--- src/rtl/seg_595_scan_ctrl.sv ---
// Dynamic-scan scheduler: 6 BCD digits -> 14-bit {sel,seg} words shifted into a cascaded 74HC595 pair.
// Optional build macro LEADING_ZERO_BLANK_EN blanks leading zero digits (digit0 never blanked).
module seg_595_scan_ctrl #(
  parameter int cnt_scan_max = 50_000
) (
  input  logic        sys_clk,
  input  logic        sys_rst_n,
  input  logic [23:0] bcd_data,
  input  logic [5:0]  dp_en,
  input  logic        seg_en,
  output logic        stcp,
  output logic        shcp,
  output logic        ds,
  output logic        oe,
  output logic        frame_done
);

  localparam int HOLD_W = (cnt_scan_max > 1) ? $clog2(cnt_scan_max) : 1;

  typedef enum logic [2:0] {IDLE, LOAD, SHIFT, LATCH, HOLD} state_t;

  state_t            state;
  logic [2:0]        digit_idx;
  logic [3:0]        bit_cnt;
  logic [1:0]        phase;
  logic [HOLD_W-1:0] hold_cnt;

  logic [23:0] frame_bcd;
  logic [5:0]  frame_dp;
  logic [13:0] word;

  logic [23:0] cur_bcd;
  logic [5:0]  cur_dp;
  logic [23:0] bcd_sh;
  logic [3:0]  cur_digit;
  logic        blank_digit;
  logic [7:0]  seg_code;
  logic [5:0]  sel;

  function automatic logic [7:0] decode_seg(input logic [3:0] d);
    case (d)
      4'd0:    decode_seg = 8'hC0;
      4'd1:    decode_seg = 8'hF9;
      4'd2:    decode_seg = 8'hA4;
      4'd3:    decode_seg = 8'hB0;
      4'd4:    decode_seg = 8'h99;
      4'd5:    decode_seg = 8'h92;
      4'd6:    decode_seg = 8'h82;
      4'd7:    decode_seg = 8'hF8;
      4'd8:    decode_seg = 8'h80;
      4'd9:    decode_seg = 8'h90;
      default: decode_seg = 8'hFF;
    endcase
  endfunction

  // digit0's LOAD takes the snapshot in the same cycle, so it decodes straight from the inputs
  always_comb begin
    cur_bcd   = (digit_idx == 3'd0) ? bcd_data : frame_bcd;
    cur_dp    = (digit_idx == 3'd0) ? dp_en    : frame_dp;
    bcd_sh    = cur_bcd >> {digit_idx, 2'b00};
    cur_digit = bcd_sh[3:0];
    sel       = 6'b000001 << digit_idx;
  end

`ifdef LEADING_ZERO_BLANK_EN
  logic [5:0] lead_zero;

  always_comb begin
    lead_zero    = 6'b000000;
    lead_zero[5] = (cur_bcd[23:20] == 4'd0);
    for (int n = 4; n >= 1; n--)
      lead_zero[n] = lead_zero[n+1] && (cur_bcd[n*4 +: 4] == 4'd0);
    blank_digit = lead_zero[digit_idx];
  end
`else
  always_comb blank_digit = 1'b0;
`endif

  always_comb begin
    seg_code    = blank_digit ? 8'hFF : decode_seg(cur_digit);
    seg_code[7] = seg_code[7] & ~cur_dp[digit_idx];
  end

  // Frame snapshot and outgoing word shift register (data path, no reset)
  always_ff @(posedge sys_clk) begin
    if (state == LOAD) begin
      if (digit_idx == 3'd0) begin
        frame_bcd <= bcd_data;
        frame_dp  <= dp_en;
      end
      word <= {sel, seg_code};
    end else if (state == SHIFT && phase == 2'd3) begin
      word <= {word[12:0], 1'b0};
    end
  end

  // Scan sequencer and registered 595 pins
  always_ff @(posedge sys_clk or negedge sys_rst_n) begin
    if (!sys_rst_n) begin
      state      <= IDLE;
      digit_idx  <= 3'd0;
      bit_cnt    <= 4'd0;
      phase      <= 2'd0;
      hold_cnt   <= '0;
      stcp       <= 1'b0;
      shcp       <= 1'b0;
      ds         <= 1'b0;
      oe         <= 1'b1;
      frame_done <= 1'b0;
    end else begin
      oe <= ~seg_en;
      case (state)
        IDLE: begin
          digit_idx  <= 3'd0;
          stcp       <= 1'b0;
          shcp       <= 1'b0;
          frame_done <= 1'b0;
          if (seg_en) state <= LOAD;
        end
        LOAD: begin
          bit_cnt <= 4'd0;
          phase   <= 2'd0;
          state   <= SHIFT;
        end
        SHIFT: begin
          case (phase)
            2'd0: begin
              ds   <= word[13];
              shcp <= 1'b0;
            end
            2'd2:    shcp <= 1'b1;
            default: ;
          endcase
          phase <= phase + 2'd1;
          if (phase == 2'd3) begin
            if (bit_cnt == 4'd13) state <= LATCH;
            else bit_cnt <= bit_cnt + 4'd1;
          end
        end
        LATCH: begin
          shcp       <= 1'b0;
          stcp       <= 1'b1;
          frame_done <= (digit_idx == 3'd5);
          hold_cnt   <= '0;
          if (!seg_en) begin
            state     <= IDLE;
            digit_idx <= 3'd0;
          end else begin
            state <= HOLD;
          end
        end
        HOLD: begin
          stcp       <= 1'b0;
          frame_done <= 1'b0;
          if (!seg_en) begin
            state     <= IDLE;
            digit_idx <= 3'd0;
          end else if (hold_cnt == HOLD_W'(cnt_scan_max - 1)) begin
            state     <= LOAD;
            digit_idx <= (digit_idx == 3'd5) ? 3'd0 : digit_idx + 3'd1;
          end else begin
            hold_cnt <= hold_cnt + 1'b1;
          end
        end
        default: state <= IDLE;
      endcase
    end
  end

endmodule

--- config.mk ---
export PLATFORM = sky130hd
export DESIGN_NAME = seg_595_scan_ctrl
export DESIGN_NICKNAME = d
export VERILOG_FILES = /design/src/rtl/seg_595_scan_ctrl.sv
export SDC_FILE = /design/constraint.sdc
export NUM_CORES = 1
export LEC_CHECK = 0
export CORE_UTILIZATION = 55
export CTS_CLUSTER_DIAMETER = 150
export CTS_CLUSTER_SIZE = 14
export DETAILED_ROUTE_END_ITERATION = 7
export PLACE_DENSITY = 0.88
export SLEW_MARGIN = 20
export SYNTH_ARGS = -nofsm -noshare
export SYNTH_HDL_FRONTEND = slang
export SYNTH_SLANG_ARGS = --single-unit
--- constraint.sdc ---
create_clock -name sys_clk -period 2.8 [get_ports sys_clk]
set_input_delay 0.56 -clock sys_clk [delete_from_list [all_inputs] [get_ports sys_clk]]
set_output_delay 0.56 -clock sys_clk [all_outputs]
set_load 0.02 [all_outputs]
Word level (Yosys, flattened, before mapping) --
Memories as Yosys holds them, arrays and structs flattened. Cells that the tools add are included.
Cells by class: add/subtract/negate cells 4, $lt $le $gt $ge 1, equality and inequality tests 18, shifts and indexed selects 2, mux-type cells 29, bitwise gates (word level) 3, reductions and logical operators 18
Operators with widths (count):
- $mux W16 | 2
- $pmux W16 S2 | 1
- $mux W3 | 10
- $mux W14 | 2
- $mux W24 | 1
- $shr A24 B5 Y4 | 1
- $add A16 B1 Y16 const B | 1
- $eq A16 B16 Y1 const B | 1
- $pmux W3 S5 | 1
- $ne A2 B2 Y1 const B | 5
- $reduce_bool A2 Y1 | 5
- $pmux W3 S3 | 1
- $reduce_and A3 Y1 | 3
- $mux W4 | 2
- $pmux W1 S2 | 4
- $pmux W4 S2 | 1
- $eq A3 B2 Y1 const B | 2
- $eq A3 B3 Y1 const B | 2
- $logic_not A3 Y1 | 2
- $mux W6 | 1
- $shl A1 B3 Y6 const A | 1
- $add A4 B1 Y4 const B | 1
- $eq A2 B2 Y1 const B | 2
- $eq A4 B4 Y1 const B | 1
- other kinds (18) | 22
Storage, ports and cells: bits in registers 77, ROM bits 112, bits of input ports 33, memories kept 1
Memories:
- (name not given) | depth 16, bits a word 7, read ports 1, clocked after memory_dff 0, wr ports 0, RTL line 41 | case (d)

Depth between registers and ports, before layout --
depth in word-level cells 7, depth in mapped cells 9

Worst setup path before layout --
No wires, ideal clock.
kind register to register, from register digit_idx[2], to register word[6], data pin, setup time 0.285 ns, arrival 2.016 ns, required time 2.515 ns, setup slack 0.498 ns, stages on the path, launching flop included 8, path buffers 1, cells stage by stage dfrtp_1 -> buf_6 -> mux2_2 -> a221oi_1 -> inv_1 -> ha_1 -> o41ai_1 -> a31oi_1
Between the ends: cells in the longest elaborated chain, start to end 5
Ends and longest elaborated chain:
- start, declared | RTL line 23 | logic [2:0] digit_idx;
- start signal, assigned | RTL line 160 | digit_idx <= (digit_idx == 3'd5) ? 3'd0 : digit_idx + 3'd1;
- $logic_not A3 Y1 | RTL line 58 | cur_bcd = (digit_idx == 3'd0) ? bcd_data : frame_bcd;
- $mux W24
- $shr A24 B5 Y4 (*) | RTL line 60 | bcd_sh = cur_bcd >> {digit_idx, 2'b00};
- $mem_v2 Z16 W7 (*)
- $mux W14 (*) | RTL line 86 | if (state == LOAD) begin
- end signal, assigned | RTL line 91 | word <= {sel, seg_code};
- end signal, assigned | RTL line 93 | word <= {word[12:0], 1'b0};
- end, declared | RTL line 30 | logic [13:0] word;
Mark *: on every way between the ends. The rest lies on a longest branch, timed or not. A chain may end at the register's enable or synchronous reset.

Final worst setup path --
from register digit_idx[0], to register word[6], data pin
The elaborated chain is that of the path after synthesis.

==> flow_metrics.tcl <==
set metrics [dict create \
    outcome "finished clean" \
    postCtsSetupBuffers 0 \
    fmax_ghz 0.409 \
    path_delay_family "compound AO/OA/AOI/OAI gates" \
    synth_nets 386 \
    critPathKind "reg -> reg" \
    path_depth 8 \
    final_cells 485 \
    root_buffer "clkbuf_8" \
    postRouteAntennaNets 0 \
    crit_path_start_kind "flip-flop" \
    wl_per_cell_um 15.5 \
    n_antenna_cell 0 \
    grt_pass1_vias 2770 \
    rows 30 \
    yosys.area.top_type "edfxtp_1" \
    die_w_um 86.3 \
    postSynthCellCount 341 \
    synth_area_mm2 0.00391 \
    io_buffers 37 \
    cp_slowest_cell "dfrtp_1" \
    layout_worst_path_cycle_share_pct 87.2 \
    crit_path_end_kind "flip-flop" \
    hold_viol_final 0 \
    rsz0062_at_grt "false" \
    power_frac_clock_pct 21.9 \
    clock_latency_ps 340 \
    grt_pass1_wl_um 13100 \
    hold_ws_ps 482 \
    final_nets 429 \
    gr-total-overflow 0 \
    placed_area_mm2 0.00440 \
    routed-via-count 2743 \
    switchingPower_uw 1020 \
    coreArea_mm2 0.00683 \
    required_ps 2860 \
    final_area_mm2 0.00456 \
    worstHoldStart "word[13]$_DFFE_PP_" \
    ys_top_cells_by_area "edfxtp_1 (30%), dfrtp_1 (20%), mux2_2 (9.2%)" \
    hpwl_um 5450 \
    drt_pass1_iterations 5 \
    drv_slew 0 \
    clockBufferDepth 2 \
    async_flop_share_pct 45.8 \
    hold_path_depth 1 \
    setup_tns_ps 0 \
    hold_class "reg -> reg" \
    cts_sinks 72 \
    vias_per_cell 5.66 \
    arrival_ps 2510 \
    drc 0 \
    dieArea_mm2 0.00745 \
    synth_edf_count 39 \
    die_h_um 86.3 \
    finalSetupViolCount 0 \
    drtIter0Drc 132 \
    place_congestion 0.908 \
    avgSynthCellArea_um2 11.5 \
    dp.cells 469 \
    path_cells "buf_4 > a21oi_1 > a211oi_1 > a221oi_1 > inv_1 > ha_1 > o41ai_1 > a31oi_1" \
    multi_input_area_mm2 0.00176 \
    synth_top_area_share_pct 29.9 \
    tightest_slew_ps 590 \
    power_frac_seq_pct 49.8 \
    clk_pin_slew_ps 70 \
    p_total_uw 3150 \
    crit_fanout 10 \
    crit_buf_inv 2 \
    sw_frac_of_total_pct 32.4 \
    antenna_found_initial 0 \
    seq_area_frac_synth_pct 51.1 \
    skew_ps 9.15 \
    ys_warn_count 0 \
    pwr_density_cell_mw_per_mm2 691 \
    cp_slowest_stage_delay_ps 570 \
    layout-drive-gt1-share_pct 19.5 \
    synthDistinctLibCells 59 \
    n_fill_cell 540 \
    regArea_mm2 0.00200 \
    intPower_uw 2130 \
    initial_core_util_pct 57.3 \
    ys_ff_latch 72 \
    grt_max_degree 34 \
    htreeDepth 3 \
    grt_use_total_pct 22.7 \
    maxCapViolations 0 \
    crit-reg2reg-launch "digit_idx[0]$_DFFE_PN0P_" \
    drt_wl_total_um 7500 \
    cts_tree "yes" \
    cts_resized 0 \
    synth_flop_cell "edfxtp_1" \
    startpoint "digit_idx[0]$_DFFE_PN0P_" \
    hold_buffers 0 \
    syn_to_final_growth_pct 16.6 \
    r2r_cells 8 \
    fin_crit_ps 2440 \
    ioPinCount 38 \
    numCtsBuffers 9 \
    ir_worst_vdd_mv 0.429 \
    p_leak_uw 0.00179 \
    power_frac_comb_pct 28.3 \
    relSlewSlack_pct 60.6 \
]
stage by stage:
step / worst slack (ps) / utilization, %
after floorplan: 498 / -
after global placement: 226 / 64.4
after detailed placement: 127 / 64.4
after CTS: 384 / 66.7
after global routing: 178 / 66.7
final: 358 / 66.7
worst paths after layout:
| kind | endpoint | slack, ps |
|---|---|---|
| min reg2reg | ds$_DFFE_PN0P_ | 480 |
| max | word[6]$_DFFE_PP_ | 360 |
| max reg2reg | word[6]$_DFFE_PP_ | 360 |
| max in group asynchronous | oe$_DFF_PN1_ | 1870 |
| min | ds$_DFFE_PN0P_ | 480 |
| min in group asynchronous | state[1]$_DFFE_PN0P_ | 610 |
worst register-to-register path, stage by stage, from the launching register on:
cell	delay (ps)
dfrtp_1	570
buf_4	260
a21oi_1	120
a211oi_1	80
a221oi_1	320
inv_1	130
ha_1	220
o41ai_1	400
a31oi_1	70
layout by cell type, fill, tap and decap left out, types with 15 or more instances in the layout:
| cell | instances |
|---|---|
| edfxtp_1 | 39 |
| clkdlybuf4s50_1 | 37 |
| nand2_1 | 34 |
| mux2_2 | 32 |
| dfrtp_1 | 32 |
| nor2_1 | 21 |
| inv_1 | 16 |
| o21ai_0 | 15 |
routing by layer:
metal / track usage, % / vias to the layer above / part of all wire, % / routed length (µm)
met5: 0 / - / 0 / 0
met4: 6.36 / 0 / 1.1 / 80
met3: 6.57 / 10 / 4.8 / 359
met2: 39.0 / 79 / 51 / 3800
met1: 28.0 / 1328 / 44 / 3260
li1: - / 1326 / - / -
registers in the layout, indices dropped and copies added, names as in the netlist:
signal and cells:
stcp 1, frame_dp 5, frame_bcd 20, state 3
digit_idx 3, word 14, oe 1, hold_cnt 16
shcp 1, bit_cnt 4, ds 1, frame_done 1
phase 2
final cells by class:
class                   count  share of cell area [%]
clock buffers              10                    2.80
clock inverters             6                   0.768
inverters                  16                    1.32
multi-input cells         236                    38.6
flip-flops and latches     72                    43.8
well taps                  96                    2.63
repair buffers             49                    10.1
power by group through the flow:
stage               sequential, µW  clock, µW  combinational, µW
finish                        1570        689                891
global route                  1600        763               1010
CTS                           1570        715                899
detailed placement            1590          0                894
global placement              1580          0                857
floorplan                     1550          0                652
Yosys cell counts, drive strengths merged (2+ instances only):
master	instances
ha	12
or3	4
nand3	12
a221oi	4
nand2	34
nor3	5
a31oi	2
mux2i	12
nand3b	2
o21a	3
a211oi	7
inv	16
xnor2	10
and3	5
a21oi	10
nor2	24
o22ai	2
clkbuf	2
edfxtp	39
nor2b	5
o21ai	16
dfrtp	32
mux2	33
buf	15
nand4bb	2
nor3b	2
nor4	7
and4	2
and2	3
nand4	5
logic make-up after synthesis:
logic type	share of synthesized area (%)
simple gates	15.9
flops	51.1
compound gates	9.41
mux	13.2
buf+inv	4.09
fa+ha+maj	3.84
xor+xnor	2.46
Note: power is estimated with default switching activity, not from simulation.
